===== config.mk =====
export PLATFORM = sky130hd
export DESIGN_NAME = ldtu_hamm_secded_enc
export DESIGN_NICKNAME = d
export VERILOG_FILES = /design/src/rtl/ldtu_pkg.sv /design/src/rtl/ldtu_hamm_secded_core.sv /design/src/rtl/ldtu_hamm_secded_enc.sv
export SDC_FILE = /design/constraint.sdc
export NUM_CORES = 1
export LEC_CHECK = 0
export ABC_AREA = 1
export CAP_MARGIN = 20
export CELL_PAD_IN_SITES_DETAIL_PLACEMENT = 1
export CELL_PAD_IN_SITES_GLOBAL_PLACEMENT = 1
export CORE_MARGIN = 10
export CORE_UTILIZATION = 35
export DETAILED_ROUTE_END_ITERATION = 8
export PLACE_DENSITY = 0.88
export SLEW_MARGIN = 20
export SYNTH_ARGS = -nofsm -noshare
export SYNTH_HDL_FRONTEND = slang
export SYNTH_SLANG_ARGS = --single-unit

===== constraint.sdc =====
create_clock -name CLK -period 4.4 [get_ports CLK]
set_input_delay 0.88 -clock CLK [delete_from_list [all_inputs] [get_ports CLK]]
set_output_delay 0.88 -clock CLK [all_outputs]
set_load 0.02 [all_outputs]

===== src/rtl/ldtu_pkg.sv =====
// Shared LiTe-DTU definitions: default widths and Hamming layout helpers
// used by the SECDED encoder now and the decoder later.
`timescale 1ns/1ps
package ldtu_pkg;

    localparam int LDTU_DATA_W    = 32;
    localparam int LDTU_HAM_PAR_W = 6;

    // Smallest p with 2^p >= data_w + p + 1.
    function automatic int ham_par_bits(input int data_w);
        int p;
        p = 0;
        for (int q = 8; q >= 1; q--)
            if ((1 << q) >= data_w + q + 1) p = q;
        return p;
    endfunction

    // Codeword index i holds a parity bit when i+1 is a power of two.
    function automatic logic ham_is_par_pos(input int i);
        return ((i + 1) & i) == 0;
    endfunction

endpackage


===== src/rtl/ldtu_hamm_secded_core.sv =====
// Combinational Hamming/SECDED mapping: scatter data bits, generate parity,
// and optionally append overall even parity at the MSB.
`timescale 1ns/1ps
module ldtu_hamm_secded_core
    import ldtu_pkg::*;
#(
    parameter int DATA_W = LDTU_DATA_W,
    parameter int PAR_W  = LDTU_HAM_PAR_W,
    parameter int SECDED = 1
) (
    input  logic [DATA_W-1:0]              data,
    output logic [DATA_W+PAR_W+SECDED-1:0] code
);

    localparam int HW = DATA_W + PAR_W;

    // Data positions covered by parity bit k: (i+1) has bit k set.
    function automatic logic [HW-1:0] cover_mask(input int k);
        logic [HW-1:0] m;
        m = '0;
        for (int i = 0; i < HW; i++)
            m[i] = !ham_is_par_pos(i) && ((((i + 1) >> k) & 1) != 0);
        return m;
    endfunction

    logic [HW-1:0]    dpos;
    logic [HW-1:0]    hamm;
    logic [PAR_W-1:0] par;

    // Number of parity slots below a data position i is $clog2(i+1).
    for (genvar i = 0; i < HW; i++) begin : g_pos
        if (ham_is_par_pos(i)) begin : g_par
            assign dpos[i] = 1'b0;
            assign hamm[i] = par[$clog2(i + 1)];
        end else begin : g_dat
            assign dpos[i] = data[i - $clog2(i + 1)];
            assign hamm[i] = dpos[i];
        end
    end

    for (genvar k = 0; k < PAR_W; k++) begin : g_parity
        localparam logic [HW-1:0] MASK = cover_mask(k);
        assign par[k] = ^(dpos & MASK);
    end

    if (SECDED != 0) begin : g_secded
        assign code = {^hamm, hamm};
    end else begin : g_plain
        assign code = hamm;
    end

endmodule


===== src/rtl/ldtu_hamm_secded_enc.sv =====
// LiTe-DTU Hamming/SECDED encoder: valid/ready registered output with a
// one-entry skid buffer, one-shot error injection and a wrapping word counter.
`timescale 1ns/1ps
module ldtu_hamm_secded_enc
    import ldtu_pkg::*;
#(
    parameter int DATA_W = LDTU_DATA_W,
    parameter int PAR_W  = LDTU_HAM_PAR_W,
    parameter int SECDED = 1,
    parameter int CNT_W  = 16
) (
    input  logic                           CLK,
    input  logic                           reset,
    input  logic [DATA_W-1:0]              in_data,
    input  logic                           in_valid,
    output logic                           in_ready,
    output logic [DATA_W+PAR_W+SECDED-1:0] out_code,
    output logic                           out_valid,
    input  logic                           out_ready,
    input  logic                           inj_req,
    input  logic [DATA_W+PAR_W+SECDED-1:0] inj_mask,
    output logic                           inj_armed,
    output logic                           inj_done,
    output logic [CNT_W-1:0]               word_cnt
);

    localparam int CW = DATA_W + PAR_W + SECDED;

    if (DATA_W < 4 || DATA_W > 57) begin : g_bad_data_w
        $error("ldtu_hamm_secded_enc: DATA_W %0d outside 4..57", DATA_W);
    end
    if (PAR_W != ham_par_bits(DATA_W)) begin : g_bad_par_w
        $error("ldtu_hamm_secded_enc: PAR_W %0d, need %0d", PAR_W, ham_par_bits(DATA_W));
    end

    logic [CW-1:0] enc_code;
    logic [CW-1:0] in_code;
    logic [CW-1:0] skid_code;
    logic [CW-1:0] inj_mask_q;
    logic          skid_full;
    logic          accept;
    logic          out_free;

    ldtu_hamm_secded_core #(
        .DATA_W (DATA_W),
        .PAR_W  (PAR_W),
        .SECDED (SECDED)
    ) u_core (
        .data (in_data),
        .code (enc_code)
    );

    assign in_ready = !skid_full;
    assign accept   = in_valid && in_ready;
    assign out_free = !out_valid || out_ready;
    // Injection lands after overall parity so the decoder sees a real error.
    assign in_code  = enc_code ^ (inj_armed ? inj_mask_q : '0);

    always_ff @(posedge CLK) begin
        if (!reset) begin
            out_code   <= '0;
            out_valid  <= 1'b0;
            skid_code  <= '0;
            skid_full  <= 1'b0;
            inj_armed  <= 1'b0;
            inj_mask_q <= '0;
            inj_done   <= 1'b0;
            word_cnt   <= '0;
        end else begin
            if (out_free) begin
                if (skid_full) begin
                    out_code  <= skid_code;
                    out_valid <= 1'b1;
                    skid_full <= accept;
                    if (accept) skid_code <= in_code;
                end else if (accept) begin
                    out_code  <= in_code;
                    out_valid <= 1'b1;
                end else begin
                    out_valid <= 1'b0;
                end
            end else if (accept) begin
                skid_code <= in_code;
                skid_full <= 1'b1;
            end

            inj_done <= accept && inj_armed;
            if (accept && inj_armed) begin
                inj_armed <= 1'b0;
            end else if (inj_req && !inj_armed) begin
                inj_armed  <= 1'b1;
                inj_mask_q <= inj_mask;
            end

            word_cnt <= word_cnt + CNT_W'(accept);
        end
    end

endmodule


Yosys cells after proc, flatten, opt, wreduce, memory -nomap -nowiden

Cells that the tools add are included.

Flip-flop bits (word level): 137
Input bits: 76
Logic and storage cells: 43

Add/sub/neg operators: 1
Equal/unequal tests: 1
Mux-type cells: 11
Bitwise gates (word level): 3
Reductions and logical operators: 19

Operators with widths:

| kind                                  | number |
|---|---|
| XOR reduction 38 bit                  | 7 |
| 2-to-1 mux 39 bit                     | 6 |
| XOR 39 bit                            | 1 |
| adder 16 x 1 -> 16 bit                | 1 |
| 2-to-1 mux 1 bit                      | 5 |
| AND reduction 2 bit                   | 2 |
| nonzero test 2 bit                    | 2 |
| logical AND 1 bit                     | 3 |
| logical NOT 1 bit                     | 3 |
| != test 2 bit (second input constant) | 1 |
| inverter 1 bit                        | 2 |
| OR reduction 2 bit                    | 1 |
| logical OR 1 bit                      | 1 |

Depth between registers and ports, before layout

Gate-level depths: netlist of run 1.

Depth in word-level cells: 6
Gate-level depth with buffers: 21
Depth with buffers taken out: 20

Cells and area by module

Synthesis of run 1 repeated with hierarchy kept, for this count alone.

Cells, all modules: 1097
Area total of the unflattened synthesis: 7335.8 um2

By module, submodules not included:

| module                | times used | cells each | area an instance (um2) | seq. area each (um2) |
|---|---|---|---|---|
| ldtu_hamm_secded_enc  | 1          | 786        | 5829.3                 | 2742.6 |
| ldtu_hamm_secded_core | 1          | 311        | 1506.4                 | 0.0 |

Worst setup path after synthesis of run 1

OpenSTA, ideal clock, no wires.

Path type: in2reg
Start point: input port in_valid
End point: register word_cnt[14]
Arrival: 2.622 ns
Required time: 4.330 ns
Slack: 1.708 ns
Stages: 16
Path buffers: 0
Path through: inv_1 > nor2_1 > ha_1 > ha_1 > nand2_1 > nor2_1 > inv_1 > nor3_1 > nand2_1 > inv_1 > nand2_1 > nor4_2 > nand3_1 > nor2_1 > o21ai_0 > a21oi_1

Longest elaborated chain between the ends: 2

Ends and longest elaborated chain:

| item                   | RTL line                   | text |
|---|---|---|
| from (decl)            | ldtu_hamm_secded_enc.sv:15 | `input logic in_valid,` |
| logical AND 1 bit      | ldtu_hamm_secded_enc.sv:54 | `assign accept = in_valid && in_ready;` |
| adder 16 x 1 -> 16 bit | ldtu_hamm_secded_enc.sv:95 | `word_cnt <= word_cnt + CNT_W'(accept);` |
| to (signal assigned)   | ldtu_hamm_secded_enc.sv:95 |  |
| to (decl)              | ldtu_hamm_secded_enc.sv:24 | `output logic [CNT_W-1:0] word_cnt` |

Every way passes these cells.
A chain may end at the register's enable or synchronous reset.

Worst setup path after layout of run 1

Start point: register skid_full
End point: output port in_ready

Longest elaborated chain between the ends: 1

Ends and longest elaborated chain:

| item                   | RTL line                   | text |
|---|---|---|
| from (decl)            | ldtu_hamm_secded_enc.sv:40 | `logic skid_full;` |
| from (signal assigned) | ldtu_hamm_secded_enc.sv:74 | `skid_full <= accept;` |
| logical NOT 1 bit      | ldtu_hamm_secded_enc.sv:53 | `assign in_ready = !skid_full;` |
| to (decl)              | ldtu_hamm_secded_enc.sv:16 | `output logic in_ready,` |

Every way passes these cells.

==> results.txt, run 1 <==
Total grt overflow = 0
Mean routed wirelength per cell = 16.4 um
Pwr Density = 395 mW/mm^2
CTS buffer count = 17
Top post-synthesis cells by area = dfxtp_1 (40%), nand2_1 (14%), nor2_1 (8.9%)
CP Capture Type = primary output
H-tree Lvls = 4
Vias in the first global route = 7509
Top Ports = 135
Register area = 0.00274 mm^2
Row count = 51
Remaining antenna violation count = 0
Reg2Reg Capture Point = word_cnt[14]$_SDFF_PN0_
Worst-path clk slew = 60 ps
Final Setup Violations = 0
Port bufs = 134
CTS tree = yes
Worst EP arrival = 2470 ps
Final hold slack = 475 ps
Leading area contributor after synthesis = dfxtp_1
Filler cell count = 2501
DRT Wirelength = 23300 um
Crit path kind = reg2out
Final Max Slew Viols = 0
Net Count, Synth = 1108
Antenna diode count = 0
Die extent in x = 160 um
R2r setup slk = 1510 ps
Sequential share of the synthesized area = 39.9%
Worst clock skew = 5.91 ps
All-Layer GR Usage = 17.9%
Worst-path maximum fanout = 42
1st-iter DRT viols = 317
Layout cells sized above 1 = 5.88%
Min-Delay Path Class = reg2reg
Initial antenna violation count = 0
Slew @ Worst Pin = 894 ps
Total vias in the final route = 7011
Final HPWL DP = 16500 um
RePlAce Congestion = 0.820
Maximum VDD drop = 0.282 mV
CP required = 3520 ps
Status = finished, final reports clean
Cells after Synth = 1030
DRC = 0
Post-CTS sizing = 0
Die ar. = 0.0256 mm^2
Static Leak = 4.01 nW
Mapped cell area = 0.00687 mm^2
Worst-Skew Late Latency = 420 ps
Unrepaired setup endpoints after global routing = no
Hold Path Sink = out_code[7]$_SDFFE_PN0P_
FF-to-FF path depth = 15
Mean post-synth cell area = 6.67 um^2
Layout area overhead = 30.8%
Post-CTS Setup Repair Bufs = 0
DP Area = 0.00841 mm^2
Max Cap Viol = 0
Synth Warn # = 0
Min cycle time layout = 3350 ps
First-pass GRT wire length = 37700 um
Clk root buf = clkbuf_16
Clk buf depth = 2
CTS Sinks = 137
Nets = 1223
Starting density of the core = 35.4%
Netlist cell types = 30
Synth top area share = 39.9%
HP Start = out_code[7]$_SDFFE_PN0P_
Pin count of the biggest net entering global routing = 48
DR pass1 iterations = 4
Yosys reg bits = 137
Vias per inst = 4.93
Worst R2R Start = skid_full$_SDFFE_PN0P_
Total Power = 3.55 mW
Setup total negative slack = 0 ps
Hold Path Cell Cnt = 2
Area of the multi-input gates = 0.00359 mm^2
CORE AREA = 0.0194 mm^2
Slew margin rel. = 40.3%
Crit start category = register
Hold-fix buffers, CTS = 0
Period utilisation layout = 76.1%
Final Hold Fails = 0
DIE HEIGHT = 160 um
Max Freq = 0.299 GHz
Design Area, Final = 0.00899 mm^2
## cell usage after synthesis, drive strengths merged
cell type / number
dfxtp: 137
nand3b: 1
nand2: 265
nand4: 1
nand3: 36
inv: 81
nor4: 2
buf: 5
xor2: 44
o21ai: 117
o211ai: 6
clkinv: 3
a21oi: 89
ha: 2
o31ai: 1
nor2: 163
nor3b: 2
xnor2: 19
o21a: 1
nor3: 8
or2: 1
clkbuf: 46
## final cells by class
class                           count  share of cell area, %
Inverter                           84                   3.51
Clock inverter                      9                   1.38
Multi-Input combinational cell    758                   39.9
Clock buffer                       22                   5.05
Sequential cell                   137                   30.5
Tap cell                          265                   3.69
Timing Repair Buffer              147                   15.9
## report_power, final
group	internal, mW	switching [mW]	leakage (nW)
combinational	0.296	0.448	2.60
clock	0.899	0.535	0.287
sequential	1.33	0.0484	1.13
## cells in the final DEF, fill, tap and decap left out, drive strengths merged, types with 2 or more instances in the layout
| cell type | count |
|---|---|
| a21oi | 89 |
| buf | 14 |
| bufinv | 3 |
| clkbuf | 22 |
| clkdlybuf4s50 | 133 |
| clkinv | 9 |
| dfxtp | 137 |
| ha | 2 |
| inv | 81 |
| nand2 | 265 |
| nand3 | 36 |
| nor2 | 163 |
| nor3 | 8 |
| nor3b | 2 |
| nor4 | 2 |
| o211ai | 6 |
| o21ai | 117 |
| xnor2 | 19 |
| xor2 | 44 |
## critical path, cell delays in order, from the launching register on
cell and delay [ps]:
dfxtp_1 900, clkinv_1 170, buf_4 350, clkdlybuf4s50_1 620
## kinds of logic (layout without fill, tap and decap cells)
family                     after synthesis  count (layout)  synth area share, %
AOI/OAI and AO/OA                      214             214                 15.9
xor gates and xnor gates                63              63                 8.03
DFF                                    137             137                 39.9
and+or+nand+nor                        479             479                 27.8
adders and majority gates                2               2                0.364
buffers and inverters                  135             262                 7.95
## state kept, by name, summed over array words and instances (netlist names)
register	cells
inj_armed	1
inj_done	1
inj_mask_q	39
out_code	39
out_valid	1
skid_code	39
skid_full	1
word_cnt	16
## worst max-delay path by stage
stage,start,endpoint,slack [ps]
after floorplan,in_valid,word_cnt[14]$_SDFF_PN0_,1710
after global placement,in_valid,word_cnt[14]$_SDFF_PN0_,1010
after detailed placement,in_valid,word_cnt[14]$_SDFF_PN0_,880
after CTS,skid_full$_SDFFE_PN0P_,in_ready,970
after global routing,skid_full$_SDFFE_PN0P_,in_ready,960
final,skid_full$_SDFFE_PN0P_,in_ready,1050
## metrics by stage
| step | cells | util, % | setup slack (ps) |
|---|---|---|---|
| floorplan | 1030 | - | 1710 |
| global placement | 1391 | 43.4 | 1010 |
| detailed placement | 1391 | 43.4 | 882 |
| CTS | 1422 | 46.3 | 974 |
| global route | 1422 | 46.3 | 963 |
| finish | 1422 | 46.3 | 1050 |
## per-layer routing
| metal | part of all wire (%) | vias up | routed length (um) | track usage [%] |
|---|---|---|---|---|
| met2 | 50 | 124 | 11600 | 31.9 |
| met5 | 0 | - | 0 | 0 |
| li1 | - | 3492 | - | - |
| met1 | 45 | 3377 | 10500 | 20.8 |
| met3 | 3.9 | 18 | 911 | 4.09 |
| met4 | 1.1 | 0 | 258 | 4.97 |
(Power assumes the default switching activity.)
==> inputs of run 2 (changes only) <==
clock period = 3.2 ns   (was 4.4 ns; I/O delays follow)
==> results.txt, run 2 (synthesized netlist as in run 1, its figures left out) <==
Starting density of the core = 35.4% (unchanged)
Die extent in x = 160 um (unchanged)
Worst EP arrival = 3250 ps (+780 ps)
Maximum VDD drop = 0.390 mV (+38%)
Design Area, Final = 0.00904 mm^2 (+0.53%)
Static Leak = 4.02 nW (+0.24%)
Period utilisation layout = 90.6%
Setup total negative slack = 0 ps (unchanged)
Worst-path clk slew = 60 ps (about the same)
Pre-CTS setup slack = -95.3 ps (-977 ps)
Clk pwr share = 41.0% (+0.7 points)
Total vias in the final route = 7070 (+0.84%)
Mean routed wirelength per cell = 16.6 um (+1.6%)
Unrepaired setup endpoints after global routing = no
CP required = 3560 ps (+40 ps)
Psw = 1.46 mW (+42%)
RePlAce Congestion = 0.818 (-0.16%)
Pwr Density = 548 mW/mm^2 (+39%)
Max Freq = 0.345 GHz
Min-Delay Path Class = reg2reg
Remaining antenna violation count = 0 (unchanged)
Total Power = 4.95 mW (+39%)
DIE HEIGHT = 160 um (unchanged)
H-tree Lvls = 4 (unchanged)
Filler cell count = 2504 (+0.12%)
Row count = 51 (unchanged)
Port bufs = 134 (unchanged)
DRC = 0 (unchanged)
CP Capture Type = register
Final Max Slew Viols = 0 (unchanged)
Post-CTS sizing = 0 (unchanged)
Vias per inst = 4.96 (+0.63%)
Final Hold Fails = 0 (unchanged)
Commonest non-fill, non-tap cell in the layout = nand2_1
Crit start category = input port
CTS Sinks = 137 (unchanged)
Seq pwr share = 38.2% (-0.5 points)
Top Ports = 135 (unchanged)
Clk buf depth = 2 (unchanged)
Clk root buf = clkbuf_16
Most frequent cells in the layout = nand2_1 (258), nor2_1 (161), dfxtp_1 (137)
Nets = 1225 (+0.16%)
CTS buffer count = 17 (unchanged)
First-pass GRT wire length = 38200 um (+1.4%)
Worst clock skew = 6.52 ps (+0.614 ps)
DP Area = 0.00844 mm^2 (+0.33%)
Pin count of the biggest net entering global routing = 120 (+150%)
Slew @ Worst Pin = 803 ps (-91.4 ps)
Worst-Skew Late Latency = 420 ps (about the same)
Final setup margin = 301 ps (-750 ps)
Status = finished, final reports clean
Hold-fix buffers, CTS = 0 (unchanged)
All-Layer GR Usage = 18.3% (+0.42 points)
Final HPWL DP = 16700 um (+1.2%)
Sw Ratio = 29.5% (+0.53 points)
Antenna diode count = 0 (unchanged)
1st-iter DRT viols = 286 (-9.8%)
Initial antenna violation count = 0 (unchanged)
Post-CTS Setup Repair Bufs = 0 (unchanged)
Final Util = 46.6% (+0.25 points)
Die ar. = 0.0256 mm^2 (unchanged)
Final Setup Violations = 0 (unchanged)
Worst-path maximum fanout = 3 (-93%)
Crit path kind = in2reg
Regs by FF count = inj_mask_q x39, out_code x39, skid_code x39
CORE AREA = 0.0194 mm^2 (unchanged)
Vias in the first global route = 7499 (-0.13%)
Int Pwr = 3.49 mW (+38%)
Max Cap Viol = 0 (unchanged)
Combinational share of power = 20.7% (-0.2 points)
Layout cells sized above 1 = 6.12% (+0.24 points)
Slew margin rel. = 46.4% (+6.1 points)
CTS tree = yes
Layout area overhead = 31.5%
DRT Wirelength = 23700 um (+1.8%)
Total grt overflow = 0 (unchanged)
Min cycle time layout = 2900 ps
DR pass1 iterations = 4 (unchanged)
[run 2: cell count changes in the layout (fill, tap and decap cells not counted), sizes merged]
cell and change:
clkinvlp +3, inv +1, clkinv -3, buf +2
[run 2: layer usage]
| layer | vias to the layer above | wire length, um | track usage, % |
|---|---|---|---|
| met5 | - | 0 | 0 |
| met3 | 26 | 1040 | 4.81 |
| met2 | 139 | 12100 | 33.4 |
| met1 | 3408 | 10300 | 20.3 |
| met4 | 0 | 278 | 5.22 |
| li1 | 3497 | - | - |
[run 2: final cells by class]
type	instances	area [um^2]	share of cell area (%)
Inverter	84	315	3.49
Multi-Input combinational cell	758	3590	39.7
Tap cell	265	332	3.67
Clock buffer	22	454	5.02
Clock inverter	10	144	1.59
Timing Repair Buffer	149	1460	16.2
Sequential cell	137	2740	30.3
[run 2: worst max-delay path: stages]
cell             delay [ps]
clkdlybuf4s50_1         500
inv_1                    50
nor2_1                  130
ha_1                    200
ha_1                    190
nand2_1                  80
nor2_1                   90
inv_1                    70
nor3_1                  240
nand2_1                 110
inv_1                    90
nand2_1                  90
nor4_2                  210
nand3_1                 140
nor2_1                  160
o21ai_0                 110
a21oi_1                 150
[run 2: path summary, 6_finish.rpt]
kind / from / endpoint / slack (ps) / cells past startpoint
worst min-delay path: inj_mask_q[19]$_SDFFE_PN0P_ / inj_mask_q[19]$_SDFFE_PN0P_ / 480 / 2
worst min register to register: inj_mask_q[19]$_SDFFE_PN0P_ / inj_mask_q[19]$_SDFFE_PN0P_ / 480 / 2
worst max-delay path: in_valid / word_cnt[14]$_SDFF_PN0_ / 300 / 17
worst max register to register: skid_full$_SDFFE_PN0P_ / word_cnt[14]$_SDFF_PN0_ / 730 / 15
[run 2: power groups by stage]
stage,registers (mW),logic [mW],clock network [mW]
finish,1.89,1.03,2.03
detailed placement,1.93,1.03,0
global route,1.91,1.14,2.15
global placement,1.92,0.989,0
floorplan,1.98,0.564,0
CTS,1.89,1.04,2.07
[run 2: stage by stage]
| stage | cells | hold WS [ps] |
|---|---|---|
| 4_1_cts | 1425 | 480 |
| 3_3_place_gp | 1393 | 458 |
| 3_5_place_dp | 1393 | 470 |
| 2_1_floorplan | 1030 | 455 |
| 6_report | 1425 | 478 |
| 5_1_grt | 1425 | 494 |
==> inputs of run 3 (changes only) <==
CORE_UTILIZATION = 33   (was 35)
PLACE_DENSITY = not set   (was 0.88)
PLACE_DENSITY_LB_ADDON = 0.1   (was not set)
clock period = 2.36 ns   (was 3.2 ns; I/O delays follow)
==> results.txt, run 3 (synthesized netlist as in run 1, its figures left out) <==
Maximum VDD drop = 0.433 mV (+11%)
Top Ports = 135 (unchanged)
Design Area, Final = 0.00975 mm^2 (+7.9%)
Total vias in the final route = 7144 (+1.0%)
CP Capture Type = primary output
Vias in the first global route = 7404 (-1.3%)
Worst-Skew Late Latency = 420 ps (about the same)
Regs by FF count = inj_mask_q x39, out_code x39, skid_code x39
Starting density of the core = 33.8% (-1.7 points)
Seq pwr share = 37.6% (-0.6 points)
Final HPWL DP = 16500 um (-0.75%)
All-Layer GR Usage = 17.7% (-0.58 points)
CP required = 1890 ps (-1670 ps)
Pwr Density = 700 mW/mm^2 (+28%)
Initial antenna violation count = 1 (+1)
Final Setup Violations = 0 (unchanged)
CTS buffer count = 17 (unchanged)
Static Leak = 4.51 nW (+12%)
CORE AREA = 0.0204 mm^2 (+5.0%)
Worst-path clk slew = 70 ps (about the same)
Final hold slack = 430 ps (-48.1 ps)
H-tree Lvls = 4 (unchanged)
Worst clock skew = 7.88 ps (+1.35 ps)
RePlAce Congestion = 0.779 (-4.8%)
Max Cap Viol = 0 (unchanged)
Total Power = 6.83 mW (+38%)
Clk buf depth = 2 (unchanged)
Final Hold Fails = 0 (unchanged)
Slew margin rel. = 60.7% (+14 points)
DRC = 0 (unchanged)
First-pass GRT wire length = 38100 um (-0.31%)
DRT Wirelength = 23700 um (unchanged)
Port bufs = 134 (unchanged)
Die ar. = 0.0270 mm^2 (+5.3%)
Pin count of the biggest net entering global routing = 93 (-23%)
Clk pwr share = 40.3% (-0.7 points)
DIE HEIGHT = 164 um (+2.6%)
Hold-fix buffers, CTS = 0 (unchanged)
Placed cell count = 1457 (+4.6%)
Setup total negative slack = 0 ps (unchanged)
Crit path kind = reg2out
DR pass1 iterations = 4 (unchanged)
Layout area overhead = 41.9%
Finished Layout Cells = 1502 (+5.4%)
Die extent in x = 164 um (+2.6%)
Slew @ Worst Pin = 586 ps (-217 ps)
CTS tree = yes
Layout cells sized above 1 = 13.9% (+7.8 points)
Crit start category = register
Final Util = 47.9% (+1.3 points)
Final Max Slew Viols = 0 (unchanged)
Filler cell count = 2577 (+2.9%)
Psw = 2.04 mW (+39%)
Sw Ratio = 29.8% (+0.27 points)
Max Freq = 0.453 GHz
Final setup margin = 150 ps (-150 ps)
Commonest non-fill, non-tap cell in the layout = nand2_1
Worst EP arrival = 1740 ps (-1510 ps)
Remaining antenna violation count = 0 (unchanged)
Min-Delay Path Class = in2reg
Nets = 1297 (+5.9%)
Worst-path maximum fanout = 39 (+36)
Row count = 52 (+2.0%)
Clk root buf = clkbuf_16
Total grt overflow = 0 (unchanged)
CTS Sinks = 137 (unchanged)
Status = finished, final reports clean
Int Pwr = 4.79 mW (+37%)
Mean routed wirelength per cell = 15.8 um (-5.1%)
Combinational share of power = 22.1% (+1.4 points)
DP Area = 0.00892 mm^2 (+5.7%)
Min cycle time layout = 2210 ps
1st-iter DRT viols = 287 (+0.35%)
Pre-CTS setup slack = -659 ps (-564 ps)
Period utilisation layout = 93.6%
Most frequent cells in the layout = nand2_1 (247), nor2_1 (159), dfxtp_1 (135)
Vias per inst = 4.76 (-4.1%)
## run 3: final timing paths
check | endpoint | depth (start not counted) | slack [ps] | from
hold reg to reg | out_code[3]$_SDFFE_PN0P_ | 2 | 460 | out_code[3]$_SDFFE_PN0P_
hold / removal | word_cnt[1]$_SDFF_PN0_ | 3 | 430 | reset
setup reg to reg | word_cnt[4]$_SDFF_PN0_ | 15 | 170 | skid_full$_SDFFE_PN0P_
setup / recovery | in_ready | 3 | 150 | skid_full$_SDFFE_PN0P_
## run 3: metal layers
layer	wire length (um)	vias to the layer above	GRT usage (%)	part of all wire, %
met5	0	-	0	0
li1	-	3639	-	-
met4	231	0	4.87	0.97
met1	10800	3375	21.5	46
met2	11600	113	30.7	49
met3	1100	17	3.90	4.6
## run 3: power by group through the flow
stage               Clock, mW  Combinational [mW]  Sequential (mW)
global route             2.93                1.69             2.59
floorplan                   0               0.765             2.68
detailed placement          0                1.49             2.62
global placement            0                1.46             2.61
finish                   2.75                1.51             2.57
CTS                      2.82                1.51             2.57
## run 3: area by class of cell
class / count / area (um^2) / area share (%)
multi-input combinational: 758 / 3690 / 37.8
sequential: 137 / 2750 / 28.1
timing repair buffer: 221 / 2060 / 21.2
clock buffer: 17 / 425 / 4.36
tap: 270 / 338 / 3.46
inverter: 84 / 315 / 3.23
clock inverter: 14 / 173 / 1.77
antenna: 1 / 2.50 / 0.0257
## run 3: what timing repair did
| action | 4_1_cts | 5_1_grt |
|---|---|---|
| endpoints found under the setup margin | 3 | 13 |
| pin swaps | 8 | 7 |
| buffers inserted | 13 | 0 |
| gates resized for setup | 15 | 28 |
| gates cloned | 0 | 0 |
## run 3: critical path, stage by stage, from the launching register on
cell and delay, ps:
dfxtp_2 370, buf_12 250, clkinv_1 130, clkdlybuf4s50_1 550
